**config.mk**
```make
export PLATFORM = sky130hd
export DESIGN_NAME = threedo_chain_sched
export DESIGN_NICKNAME = d
export VERILOG_FILES = /design/src/rtl/threedo_chain_sched_pkg.sv /design/src/rtl/threedo_chain_sched_sync_edge.sv /design/src/rtl/threedo_chain_sched.sv
export SDC_FILE = /design/constraint.sdc
export NUM_CORES = 1
export LEC_CHECK = 0
export ABC_CLOCK_PERIOD_IN_PS = 3200
export CORE_AREA = 5 5 72 74
export DETAILED_ROUTE_END_ITERATION = 16
export DIE_AREA = 0 0 77 79
export GPL_TIMING_DRIVEN = 1
export PLACE_DENSITY_LB_ADDON = 0.12
export SYNTH_ARGS = -nofsm -noshare
export SYNTH_HDL_FRONTEND = slang
export SYNTH_SLANG_ARGS = --single-unit
```
**constraint.sdc**
```tcl
create_clock -name system_clock -period 3.2 [get_ports system_clock]
set_input_delay 0.64 -clock system_clock [delete_from_list [all_inputs] [get_ports system_clock]]
set_output_delay 0.64 -clock system_clock [all_outputs]
set_load 0.005 [all_outputs]
```
**src/rtl/threedo_chain_sched_pkg.sv**
```systemverilog
// threedo_chain_sched_pkg: shared 3DO controller-chain constants and scheduler state encoding
package threedo_chain_sched_pkg;
  typedef enum logic [1:0] {IDLE, LOAD, SHIFT, DONE} state_t;
  localparam int DEFAULT_BITS = 16;
  localparam int MAX_PADS = 4;
endpackage

```
**src/rtl/threedo_chain_sched_sync_edge.sv**
```systemverilog
// sync_edge: two-flop synchronizer with rise/fall detection on the synchronized level
module sync_edge (
  input  logic clk,
  input  logic rst,
  input  logic async_in,
  output logic level,
  output logic rise,
  output logic fall
);
  logic [2:0] sh_q, sh_d;
  // shift the async input through two metastability flops and one history flop
  always_comb sh_d = {sh_q[1:0], async_in};
  // async reset clears the whole chain so no spurious edge appears after reset
  always_ff @(posedge clk or posedge rst)
    if (rst) sh_q <= '0;
    else sh_q <= sh_d;
  assign level = sh_q[1];
  assign rise = sh_q[1] & ~sh_q[2];
  assign fall = ~sh_q[1] & sh_q[2];
endmodule

```
**src/rtl/threedo_chain_sched.sv**
```systemverilog
// threedo_chain_sched: emulates a 3DO pad daisy chain, shifting snapshotted pad reports out on dat
module threedo_chain_sched import threedo_chain_sched_pkg::*; #(
  parameter int NUM_PADS = 2,
  parameter int BITS = DEFAULT_BITS
) (
  input  logic                     system_clock,
  input  logic                     reset,
  input  logic                     ps,
  input  logic                     clk,
  output logic                     dat,
  input  logic [NUM_PADS*BITS-1:0] pads,
  input  logic [NUM_PADS-1:0]      pad_present,
  output logic                     busy,
  output logic                     frame_done
);
  localparam int IW = NUM_PADS > 1 ? $clog2(NUM_PADS) : 1;
  localparam int CW = BITS > 1 ? $clog2(BITS) : 1;
  localparam logic [CW-1:0] LAST = CW'(BITS - 1);

  state_t state_q, state_d;
  logic [NUM_PADS-1:0][BITS-1:0] snap_q, snap_d;
  logic [NUM_PADS-1:0] pres_q, pres_d;
  logic [IW-1:0] idx_q, idx_d;
  logic [CW-1:0] cnt_q, cnt_d;
  logic dat_q, dat_d, busy_q, busy_d, fd_q, fd_d;
  logic ps_lvl, ps_rise, ps_fall, clk_lvl, clk_rise, clk_fall;
  logic [IW:0] first_hit, next_hit;
  logic unused_edges;

  sync_edge u_ps (.clk(system_clock), .rst(reset), .async_in(ps), .level(ps_lvl), .rise(ps_rise), .fall(ps_fall));
  sync_edge u_clk (.clk(system_clock), .rst(reset), .async_in(clk), .level(clk_lvl), .rise(clk_rise), .fall(clk_fall));
  assign unused_edges = ^{ps_rise, ps_fall, clk_fall};

  // lowest present slot at or above 'from'; MSB flags whether one exists
  function automatic logic [IW:0] find_slot(input logic [NUM_PADS-1:0] p, input int from);
    find_slot = '0;
    for (int k = NUM_PADS - 1; k >= 0; k--)
      if (k >= from && p[k]) find_slot = {1'b1, IW'(k)};
  endfunction

  assign first_hit = find_slot(pad_present, 0);
  assign next_hit = find_slot(pres_q, int'(idx_q) + 1);

  // next-state logic: ps always wins, LOAD snapshots, SHIFT advances on console clk rises
  always_comb begin
    state_d = state_q;
    idx_d = idx_q;
    cnt_d = cnt_q;
    snap_d = state_q == LOAD ? pads : snap_q;
    pres_d = state_q == LOAD ? pad_present : pres_q;
    if (ps_lvl) state_d = LOAD;
    else if (state_q == LOAD) begin
      state_d = first_hit[IW] ? SHIFT : DONE;
      idx_d = first_hit[IW-1:0];
      cnt_d = '0;
    end else if (state_q == SHIFT && clk_rise) begin
      cnt_d = cnt_q == LAST ? '0 : cnt_q + 1'b1;
      idx_d = cnt_q == LAST && next_hit[IW] ? next_hit[IW-1:0] : idx_q;
      state_d = cnt_q == LAST && !next_hit[IW] ? DONE : SHIFT;
    end
    dat_d = state_d == LOAD ? 1'b1 :
            clk_lvl ? dat_q :
            state_d == SHIFT ? ~snap_d[idx_d][LAST - cnt_d] : 1'b1;
    busy_d = state_d == LOAD || state_d == SHIFT;
    fd_d = state_d == DONE && state_q != DONE;
  end

  // state and registered outputs, asynchronously reset to an idle, released line
  always_ff @(posedge system_clock or posedge reset)
    if (reset) begin
      state_q <= IDLE;
      snap_q <= '0;
      pres_q <= '0;
      idx_q <= '0;
      cnt_q <= '0;
      dat_q <= 1'b1;
      busy_q <= 1'b0;
      fd_q <= 1'b0;
    end else begin
      state_q <= state_d;
      snap_q <= snap_d;
      pres_q <= pres_d;
      idx_q <= idx_d;
      cnt_q <= cnt_d;
      dat_q <= dat_d;
      busy_q <= busy_d;
      fd_q <= fd_d;
    end

  assign dat = dat_q;
  assign busy = busy_q;
  assign frame_done = fd_q;
endmodule

```
Word level (Yosys, flattened, before mapping)
Cells that the tools add are included.

operators by class
  $add $sub $neg = 3
  $lt $le $gt $ge = 4
  equal/unequal tests = 8
  mux-type cells = 25
  bitwise gates (word level) = 3
  reduce and logical (&&, ||, !) cells = 8

operators with widths
  cell                                                                                 number
  16-bit two-way mux                                                                   2
  32-bit two-way mux                                                                   1
  4-bit two-way mux                                                                    4
  2-bit two-way mux                                                                    7
  1-bit two-way mux                                                                    10
  2-bit == test (second input constant)                                                3
  1-bit logical AND                                                                    6
  4-bit by 5-bit less-than comparator with 1-bit output (second input constant)        1
  4-bit by 1-bit adder with 4-bit output (second input constant)                       1
  1-bit binary-select mux with 4-bit select                                            1
  2-bit by 1-bit == test with 1-bit output (second input constant)                     2
  4-bit == test (second input constant)                                                1
  1-bit by 2-bit greater-or-equal comparator with 1-bit output (first input constant)  2
  2-bit inequality test (second input constant)                                        2
  4-bit subtractor (first input constant)                                              1
  1-bit by 1-bit adder with 2-bit output (second input constant)                       1
  1-bit by 2-bit less-than comparator with 1-bit output (second input constant)        1
  1-bit inverter                                                                       2
  1-bit AND                                                                            1
  1-bit zero test                                                                      1
  1-bit logical OR                                                                     1

storage, ports and cells
  register bits = 49
  bits of input ports = 38
  output and inout port bits = 3
  word-level logic and storage cells = 62

Depth between registers and ports, before layout
  depth in word-level cells = 18
  mapped depth = 11
  gate-level depth less buffers = 9

Hierarchy
From an unflattened synthesis, not the netlist that was laid out.

second synthesis, totals
  cells, all modules = 191
  area total of the unflattened synthesis = 2,456.1 sq um

by module, submodules not included
  module               times used  cells an instance  area an instance (sq um)  sequential area each (sq um)
  threedo_chain_sched  1           179                2,268.4                   1,077.3
  sync_edge            2           6                  93.8                      75.1

Least setup slack after synthesis
OpenSTA, ideal clock, no wires.

  kind = flip-flop to flip-flop
  from = register cnt_q[0]
  to = register dat_q, in the netlist dat
  setup time = 0.073 ns
  arrival = 2.353 ns
  required time = 3.127 ns
  slack = 0.774 ns
  cell stages (with the launch flop) = 10
  buffers on the path = 0
  clock period less this slack = 2.426 ns
  cells stage by stage = dfrtp_1 -> ha_1 -> nand3_1 -> or4b_4 -> a21oi_4 -> mux4_2 -> mux2_2 -> nor2_1 -> a21oi_1 -> a21oi_1

on the way
  elaborated cells on any way between the ends = 28
  classes of those cells = add/sub (2); eq/ne (4); mux (19); bitwise (1); reduce/logical (2)

RTL lines
  element                                                                         RTL line                   RTL
  from (decl)                                                                     threedo_chain_sched.sv:24  logic [CW-1:0] cnt_q, cnt_d;
  from (signal assigned)                                                          threedo_chain_sched.sv:84  cnt_q <= cnt_d;
  4-bit by 1-bit adder with 4-bit output / 4-bit == test (equally long branches)  threedo_chain_sched.sv:57  cnt_d = cnt_q == LAST ? '0 : cnt_q + 1'b1;
  4-bit two-way mux                                                               threedo_chain_sched.sv:57
  4-bit two-way mux                                                               threedo_chain_sched.sv:56  end else if (state_q == SHIFT && clk_rise) begin
  4-bit two-way mux                                                               threedo_chain_sched.sv:52  else if (state_q == LOAD) begin
  4-bit two-way mux *                                                             threedo_chain_sched.sv:51  if (ps_lvl) state_d = LOAD;
  via cnt_d[0]                                                                    threedo_chain_sched.sv:24
  4-bit subtractor *                                                              threedo_chain_sched.sv:63  state_d == SHIFT ? ~snap_d[idx_d][LAST - cnt_d] : 1'b1;
  1-bit binary-select mux with 4-bit select *                                     threedo_chain_sched.sv:63
  1-bit two-way mux (not written as such) *                                       threedo_chain_sched.sv:63
  1-bit inverter *                                                                threedo_chain_sched.sv:63
  1-bit two-way mux *                                                             threedo_chain_sched.sv:63
  1-bit two-way mux *                                                             threedo_chain_sched.sv:62  clk_lvl ? dat_q :
  1-bit two-way mux *                                                             threedo_chain_sched.sv:61  dat_d = state_d == LOAD ? 1'b1 :
  to (signal assigned)                                                            threedo_chain_sched.sv:85  dat_q <= dat_d;
  to (decl)                                                                       threedo_chain_sched.sv:25  logic dat_q, dat_d, busy_q, busy_d, fd_q, fd_d;

The timed path passes the listed nets; every way through them passes the cells marked *. The select of a mux whose other input is x is not followed.
A chain may end at the register's enable or synchronous reset.

Worst setup path after layout
  from = register state_q[1]
  to = register dat_q, in the netlist dat

on the way
  longest elaborated chain between the ends = 13
  elaborated cells on any way between the ends = 25
  classes of those cells = add/sub (1); eq/ne (5); mux (17); bitwise (1); reduce/logical (1)

RTL lines
  element                                                    RTL line                   RTL
  from (decl)                                                threedo_chain_sched.sv:20  state_t state_q, state_d;
  from (signal assigned)                                     threedo_chain_sched.sv:80  state_q <= state_d;
  branches (longest 13 deep; another with 4-bit subtractor)  -

Parallel ways; which one is timed is not known. The select of a mux whose other input is x is not followed.

==> flow_summary.yaml <==
logic_synthesis:
  ys_top_cells_by_area: "dfrtp_1 (52%), nand2_1 (15%), mux2i_1 (6.2%), mux4_2 (3.0%), ha_1 (2.2%)"
  synth.cell_area_sq_mm: 0.002256
  synth_nets: 266
  ys_seq_elements: 48
  yosysUniqueCellTypes: 41
  yosysSeqAreaShare: 0.5330
  synth.avg_cell_area_sq_um: 10.07
  ys.flop_type: "dfrtp_1"
  yosys_warnings: 0
  synth.largest_area_cell: "dfrtp_1"
  synth_edf_count: 0
  async_flop_share: 1.000
  synth_top_area_share: 0.5214
  synthesis.instances: 224
setup_path:
  r2r-end: "dat"
  required_ns: 3.43
  worstSetupStartpointType: "flip-flop"
  path_max_fanout: 14
  critPathCapture: "dat"
  arrival_ns: 3.18
  r2r_slack_ns: 0.25
  crit_path_end_kind: "flip-flop"
  regToRegStartpoint: "state_q[1]"
  crit_start: "state_q[1]"
  path_class: "reg2reg"
  reg2reg_depth: 8
floorplanning:
  row_count: 25
  start_util: 0.4974
  core_sq_mm: 0.004536
  dieHeight_um: 79
  die_w_um: 77
  fp.dieArea_sq_mm: 0.006083
  io_pins: 41
clocking:
  root_buffer: "clkbuf_8"
  htree_levels: 2
  cts_tree: "built"
  clock-sinks: 48
  ctsResizeCount: 0
  clk_latency_ns: 0.30
  cts_made_buffers: 5
  hold_buffers: 0
  cts_setup_buffers: 0
  clk_pin_slew_ns: 0.08
  cts_max_path_buffers: 2
routing:
  viasPerCell: 4.972
  first_pass_iters: 4
  wire_per_inst_um: 13.59
  drt_iter0_drc: 54
  vias: 1586
  ant_nets: 0
  postRouteWirelength_mm: 4.334
  route.detailed.drc: 0
sta:
  setup_tns_ns: 0
  rsz0062_at_grt: "false"
  slew_headroom: 0.2812
  skew_ns: 0.004588
  final.min_clock_period_ns: 2.952
  finalSetupViolations: 0
  worst_pin_slew_ns: 1.075
  fmax_ghz: 0.3388
  finalHoldViolations: 0
  period_share: 0.9224
  drv_slew: 0
final_layout:
  diodes: 0
  syn_to_final_growth_pct: 24.07
  layout-drive-gt1-share: 0.09057
  fin_nets: 306
global_route:
  grtUsageTotal: 0.1509
  antenna_found_initial: 0
  grt_pass1_wl_mm: 7.396
  grt_pass1_vias: 1583
  grt_max_degree: 49
  grt_overflow: 0
job:
  maxCapViolations: 0
pwr:
  totalPowerFinal_uw: 1410
  p_leak_uw: 0.001336
  cellPowerDensity_mw_per_mm2: 503.9
  peakVddDrop_uv: 284.9
min_path:
  hold_path_class: "reg2reg"
placed_design:
  gp_congestion: 0.7786
  dp_hpwl_mm: 3.120
  portBuffers: 40
run_status:
  status: "completed"
[area by class of cell]
| class | count | area (sq um) |
|---|---|---|
| tap | 54 | 67.56 |
| sequential | 48 | 1202 |
| fill | 401 | 1737 |
| inverter | 8 | 30.03 |
| timing repair buffer | 44 | 430.4 |
| clock buffer | 8 | 100.1 |
| multi-input combinational | 157 | 968.4 |
[metrics by stage]
stage	std cells	cell area, sq um	hold WS [ns]	setup WS (ns)	util
after floorplan	224	2256	0.3312	0.7744	-
after global placement	311	2699	0.3371	0.2670	0.5950
after detailed placement	311	2699	0.3396	0.09743	0.5950
after CTS	319	2799	0.3585	0.08131	0.6171
after global routing	319	2799	0.3713	0.03171	0.6171
final	319	2799	0.3564	0.2483	0.6171
[state kept, by name (all words and copies together), names as in the netlist]
name,flops
dat,1
busy,1
u_clk.sh_q,3
pres_q,1
cnt_q,4
state_q,2
idx_q,1
frame_done,1
snap_q,32
u_ps.sh_q,2
[where the power goes]
part / switching, uW / internal (uW) / total [uW]
combinational: 157 / 151 / 308
sequential: 27.4 / 686 / 714
clock: 191 / 197 / 389
[per-layer routing]
metal	track usage	wire length (um)	vias up
li1	-	-	814
met1	0.1972	2039	740
met2	0.2428	2039	26
met3	0.04535	193	6
met4	0.04639	60	0
met5	0	0	-
[cell usage after synthesis, types with 2 or more instances]
cell type and count:
a211o_1 2, a211oi_1 3, a21oi_1 4, buf_1 4
buf_2 2, clkbuf_1 3, dfrtp_1 47, ha_1 4
inv_1 8, mux2i_1 14, mux4_2 3, nand2_1 88
nand2b_1 2, nand3_1 2, nor2_1 7, nor2b_1 3
nor3b_1 3, o21ai_0 2
[worst min-delay path by stage]
stage / start / endpoint / slack (ns) / cells after the start
after floorplan: u_clk.sh_q[0] / u_clk.sh_q[1] / 0.33 / 0
final: u_clk.sh_q[0] / u_clk.sh_q[1] / 0.36 / 0
after CTS: u_clk.sh_q[0] / u_clk.sh_q[1] / 0.36 / 0
after global routing: u_ps.sh_q[0] / u_ps.sh_q[1] / 0.37 / 0
after detailed placement: u_clk.sh_q[0] / u_clk.sh_q[1] / 0.34 / 0
after global placement: u_clk.sh_q[0] / u_clk.sh_q[1] / 0.34 / 0
[cells by family (layout without fill, tap and decap cells)]
kind of cell / Yosys count / count (layout) / synth area share
AO/OA/AOI/OAI: 20 / 20 / 0.07766
XOR/XNOR: 1 / 1 / 0.003883
multiplexers: 19 / 19 / 0.1087
buffers and inverters: 19 / 60 / 0.03771
flip-flops: 48 / 48 / 0.5330
adder cells (fa/ha/maj): 4 / 4 / 0.02219
AND/OR/NAND/NOR: 113 / 113 / 0.2169
[cell usage in the layout (no fill, tap or decap), types with 2 or more instances in the layout]
cell,count
nand2_1,88
dfrtp_1,47
clkdlybuf4s50_1,40
mux2i_1,14
inv_1,7
nor2_1,7
clkbuf_8,7
a21oi_1,4
ha_1,4
buf_4,4
nor2b_1,3
nor3b_1,3
mux4_2,3
a211oi_1,3
nand3_1,2
nand2b_1,2
o21ai_0,2
a211o_1,2
[worst max-delay path: stages (launching register included)]
cell and delay, ns:
dfrtp_1 0.44, nand2b_1 0.17, nand2_1 0.11, o41ai_4 0.98
mux4_2 0.62, mux2_2 0.28, nor2_1 0.08, a21oi_1 0.07
a21oi_1 0.13
Note: power is estimated with default switching activity, not from simulation.
